### src/rtl/sumador_pipeline_param.sv
// sumador_pipeline_param: add/sub pipelined over SEG-bit carry segments,
// one segment per register stage, with a globally stalled valid/ready flow.
module sumador_pipeline_param #(
    parameter int WIDTH = 8,
    parameter int SEG   = 4,
    parameter int IDX_W = 4
) (
    input  logic             clk,
    input  logic             reset_L,
    input  logic             in_valid,
    output logic             in_ready,
    input  logic [WIDTH-1:0] dataA,
    input  logic [WIDTH-1:0] dataB,
    input  logic [IDX_W-1:0] idx,
    input  logic             sub,
    output logic             out_valid,
    input  logic             out_ready,
    output logic [WIDTH-1:0] sum_out,
    output logic             carry_out,
    output logic             ovf_out,
    output logic [IDX_W-1:0] idx_out
);
    localparam int STAGES = WIDTH / SEG;

    typedef struct packed {
        logic             valid;
        logic             sub;
        logic [IDX_W-1:0] idx;
        logic [WIDTH-1:0] a;
        logic [WIDTH-1:0] b;
        logic [WIDTH-1:0] s;
        logic             c;
    } stage_t;

    logic advance;

    assign in_ready = !out_valid || out_ready;
    assign advance  = in_ready;

    for (genvar k = 0; k < STAGES; k++) begin : g_stage
        stage_t       src;
        stage_t       nxt;
        logic [SEG:0] t;

        if (k == 0) begin : g_head
            // B is inverted up front; the subtract's +1 is the first carry-in.
            always_comb begin
                src       = '0;
                src.valid = in_valid;
                src.sub   = sub;
                src.idx   = idx;
                src.a     = dataA;
                src.b     = sub ? ~dataB : dataB;
                src.c     = sub;
            end
        end else begin : g_link
            assign src = g_stage[k-1].g_reg.q;
        end

        assign t = {1'b0, src.a[k*SEG +: SEG]}
                 + {1'b0, src.b[k*SEG +: SEG]}
                 + {{SEG{1'b0}}, src.c};

        always_comb begin
            nxt                  = src;
            nxt.s[k*SEG +: SEG]  = t[SEG-1:0];
            nxt.c                = t[SEG];
        end

        if (k < STAGES - 1) begin : g_reg
            stage_t q;

            always_ff @(posedge clk or negedge reset_L) begin
                if (!reset_L) begin
                    q <= '0;
                end else if (advance) begin
                    q <= nxt;
                end
            end
        end else begin : g_out
            logic unused_fields;

            assign unused_fields = ^nxt;

            always_ff @(posedge clk or negedge reset_L) begin
                if (!reset_L) begin
                    out_valid <= 1'b0;
                    sum_out   <= '0;
                    carry_out <= 1'b0;
                    ovf_out   <= 1'b0;
                    idx_out   <= '0;
                end else if (advance) begin
                    out_valid <= nxt.valid;
                    sum_out   <= nxt.s;
                    carry_out <= nxt.c;
                    ovf_out   <= (nxt.a[WIDTH-1] == nxt.b[WIDTH-1])
                              && (nxt.s[WIDTH-1] != nxt.a[WIDTH-1]);
                    idx_out   <= nxt.idx;
                end
            end
        end
    end

endmodule

### config.mk
export PLATFORM = sky130hd
export DESIGN_NAME = sumador_pipeline_param
export DESIGN_NICKNAME = d
export VERILOG_FILES = /design/src/rtl/sumador_pipeline_param.sv
export SDC_FILE = /design/constraint.sdc
export NUM_CORES = 1
export LEC_CHECK = 0
export ABC_AREA = 1
export ABC_CLOCK_PERIOD_IN_PS = 1900
export BUFFER_PORTS_ARGS = -buffer_cell sky130_fd_sc_hd__buf_2
export CORE_UTILIZATION = 40
export CTS_CLUSTER_SIZE = 8
export DETAILED_ROUTE_END_ITERATION = 7
export PLACE_DENSITY_LB_ADDON = 0.08
export REMOVE_ABC_BUFFERS = 1
export SLEW_MARGIN = 25
export SYNTH_ARGS = -nofsm -noshare
export SYNTH_HDL_FRONTEND = slang
export SYNTH_SLANG_ARGS = --single-unit
### constraint.sdc
create_clock -name clk -period 1.9 [get_ports clk]
set_clock_uncertainty 0.05 [all_clocks]
set_input_delay 0.38 -clock clk [delete_from_list [all_inputs] [get_ports clk]]
set_output_delay 0.38 -clock clk [all_outputs]
set_load 0.1 [all_outputs]
; ---- Word level (Yosys, flattened, before mapping)
; Cells that the tools add are included.
[word_totals]
reg_bits = 41
inputBits = 25
out_inout_bits = 16
wordCells = 22
[op_classes]
add_sub_neg = 4
eq_ne = 2
mux = 1
bitwise_logic = 1
n_reduce_logical = 3
[op_table]
columns = operator, n
row1 = 4-bit by 4-bit adder with 5-bit output, 2
row2 = 5-bit by 1-bit adder with 5-bit output, 2
row3 = 8-bit two-way mux, 1
row4 = 8-bit inverter, 1
row5 = 1-bit equality test, 1
row6 = 1-bit logical AND, 1
row7 = 1-bit zero test, 1
row8 = 1-bit logical OR, 1
row9 = 1-bit != test, 1

; ---- Logic depth before layout (Yosys ltp)
[depth]
ltp_word = 4
depth_mapped = 10
depth_no_buf = 9

; ---- Worst setup path after synthesis
; Ideal clock, no wire load.
[synth_path]
kind = reg-to-output
startpoint = register out_valid
endpoint = output port in_ready
arrival_ns = 1.649
required_ns = 1.470
path_slack_ns = -0.179
stages_incl_launch_ff = 5
path_buffers = 1
path_cell_list = dfrtp_1 > inv_1 > nor2_4 > inv_2 > buf_2
[synth_between]
elab_chain_cells = 2
[synth_rtl]
columns = element, line
row1 = start: declaration, 16  ; output logic out_valid,
row2 = start signal: assignment, 93  ; out_valid <= nxt.valid;
row3 = 1-bit zero test, 37  ; assign in_ready = !out_valid || out_ready;
row4 = 1-bit logical OR, 37
row5 = end: declaration, 11  ; output logic in_ready,
; No other way between the ends.

; ---- Worst setup path after layout
; Same ends and word-level chain as after synthesis.

==> out/metrics.cfg <==
[clock_network]
insertion_delay_ns = 0.28
cts_made_buffers = 5
htree_levels = 2
cts-root-buf = clkbuf_8
cts_tree = done
post_cts_buffers = 0
holdBufCountCts = 0
cts_buffer_depth = 2
cts.repair.resized = 0
clock_sinks = 33
clkTransAtPathRegs_ns = 0.06

[worst_hold_path]
min_path_type = input port to async pin

[logic_synthesis]
synth_cell_type_count = 20
ys_ff_latch = 33
avgSynthCellArea_um2 = 8.878
syn_area_um2 = 1580
synth_cells = 178
seq_area_frac_synth = 0.5226
ys.warnings.count = 0

[grt]
grt_pass1_vias = 1235
grt_usage = 0.1675
gr-total-overflow = 0
antenna_found_initial = 0
grt_pass1_wl_um = 5230
grt_max_degree = 37

[finish]
diodes = 0
area_growth_pct = 19.87
multiInputGateArea_um2 = 653.1
finalNonFillerCells = 269
nNetsFinal = 254
drive_above_1_share = 0.2217
fillers = 377
final-seq-area_um2 = 825.8

[sta]
fmaxAchievable_mhz = 601.5
min_period_ns = 1.663
slew_headroom = 0.5219
finalHoldViolations = 0
tightest_slew_ns = 0.7171
rsz0062_at_grt = no
finalMaxSlewViolations = 0
fin_ws_ns = 0.2374
finalSetupViolCount = 0
min_period_over_period = 0.8750
fin_tns_setup_ns = 0

[routing]
drcViolationCount = 0
ant_nets = 0
via_per_inst = 4.610
dr.pass1.iters = 3
finalWirelength_um = 2912
vias = 1240
first_iter_violations = 70
wl_per_cell_um = 10.83

[placed_design]
dp.final_hpwl_um = 2036
gp_congestion = 0.8024
port_buffers = 40
pre_cts_ws_ns = 0.1678
dp_cells = 261

[setup_path]
path_max_fanout = 2
worstSetupStartpointType = flop
worst_ep_required_time_ns = 1.47
worstSetupEndpointType = output pin
worstSetupPathType = flop to output pin
worstPathArrival_ns = 1.23

[floorplanning]
rows = 22
initial_core_util = 0.4253
coreArea_um2 = 3716
die_height_um = 64.86
top_level_ports = 41
die_w_um = 64.86
fp.dieArea_um2 = 4206

[power_and_ir_drop]
vdd_drop_max_v = 0.0006167
static-leakage-power_nw = 1.021
p_per_area_nw_per_um2 = 1431

[run_status]
status = completed

[flow_run]
cap_violations = 0

## layer usage
layer  vias up  track usage  routed length [um]
li1        638            -                   -
met1       560       0.1916                1376
met2        33       0.2734                1292
met3         9      0.05810                 163
met4         0      0.08889                  79
met5         -            0                   0
## worst max-delay path, stage by stage (launching register included)
cell and delay [ns]:
dfrtp_1 0.37, inv_1 0.09, nor2_4 0.04, inv_2 0.04, buf_2 0.41
## flip-flops by register name, indices dropped and copies added (netlist names)
signal and count:
sum_out 8, ovf_out 1, g_stage.g_reg.q 18, idx_out 4, carry_out 1, out_valid 1
## synth_stat cells
| master | count | share of area |
|---|---|---|
| a21oi_1 | 3 | 0.0095 |
| a31oi_1 | 1 | 0.0040 |
| buf_2 | 6 | 0.019 |
| buf_6 | 1 | 0.0071 |
| dfrtp_1 | 33 | 0.52 |
| fa_1 | 3 | 0.038 |
| ha_1 | 6 | 0.048 |
| inv_1 | 15 | 0.036 |
| inv_2 | 1 | 0.0024 |
| nand2_1 | 71 | 0.17 |
| nand3_1 | 4 | 0.013 |
| nand4_1 | 1 | 0.0040 |
| nor2_1 | 4 | 0.0095 |
| nor2_4 | 1 | 0.0071 |
| o211ai_1 | 1 | 0.0048 |
| o21ai_0 | 11 | 0.035 |
| o21ai_1 | 6 | 0.019 |
| o22ai_1 | 1 | 0.0040 |
| xnor2_1 | 5 | 0.028 |
| xor2_1 | 4 | 0.022 |
## stage by stage
step           area, um^2  utilization  hold WS (ns)  power, W
2_1_floorplan        1539            -       0.03441  0.001996
3_3_place_gp         1814       0.4882        0.3820  0.002220
3_5_place_dp         1814       0.4882        0.3901  0.002240
4_1_cts              1894       0.5098        0.1259  0.002746
5_1_grt              1894       0.5098        0.1542  0.002881
6_report             1894       0.5098       0.09733  0.002710
## cell usage in the layout, fill, tap and decap left out, types with 4 or more instances in the layout
cell and n:
clkbuf_8 5, ha_1 6, o21ai_1 6, xor2_1 4, dfrtp_1 33, inv_1 15, o21ai_0 11, nand2_1 71
buf_2 40, nor2_1 4, nand3_1 4, xnor2_1 5
## power breakdown
part	leakage [nW]	internal (W)	total, W	switching (W)
logic	0.585	0.000234	0.00127	0.00104
clock network	0.0395	0.000260	0.000493	0.000233
registers	0.396	0.000866	0.000946	0.0000807
total	1.02	0.00136	0.00271	0.00135
## area by class of cell
type | instances | share of cell area
clock buffers | 8 | 0.04227
inverters | 16 | 0.03170
multi-input cells | 122 | 0.3448
flip-flops and latches | 33 | 0.4359
well taps | 48 | 0.03170
repair buffers | 42 | 0.1136
## worst paths after layout
check,startpoint,depth (start not counted),endpoint,slack (ns)
max,out_valid$_DFFE_PN0P_,4,in_ready,0.24
min,reset_L,1,out_valid$_DFFE_PN0P_,0.1
max reg2reg,g_stage[0].g_reg.q[0]$_DFFE_PN0P_,4,sum_out[5]$_DFFE_PN0P_,0.28
min reg2reg,g_stage[0].g_reg.q[30]$_DFFE_PN0P_,2,out_valid$_DFFE_PN0P_,0.40
max in group asynchronous,reset_L,1,g_stage[0].g_reg.q[2]$_DFFE_PN0P_,1.23
min in group clk,idx[2],3,g_stage[0].g_reg.q[27]$_DFFE_PN0P_,0.24
## cell families after synthesis
kind of cell | synth area share
AOI/OAI and AO/OA | 0.07601
xor gates and xnor gates | 0.04988
adders and majority gates | 0.08551
buffers and inverters | 0.06413
DFF | 0.5226
and+or+nand+nor | 0.2019
No activity file was read; power rests on OpenSTA's default activity.
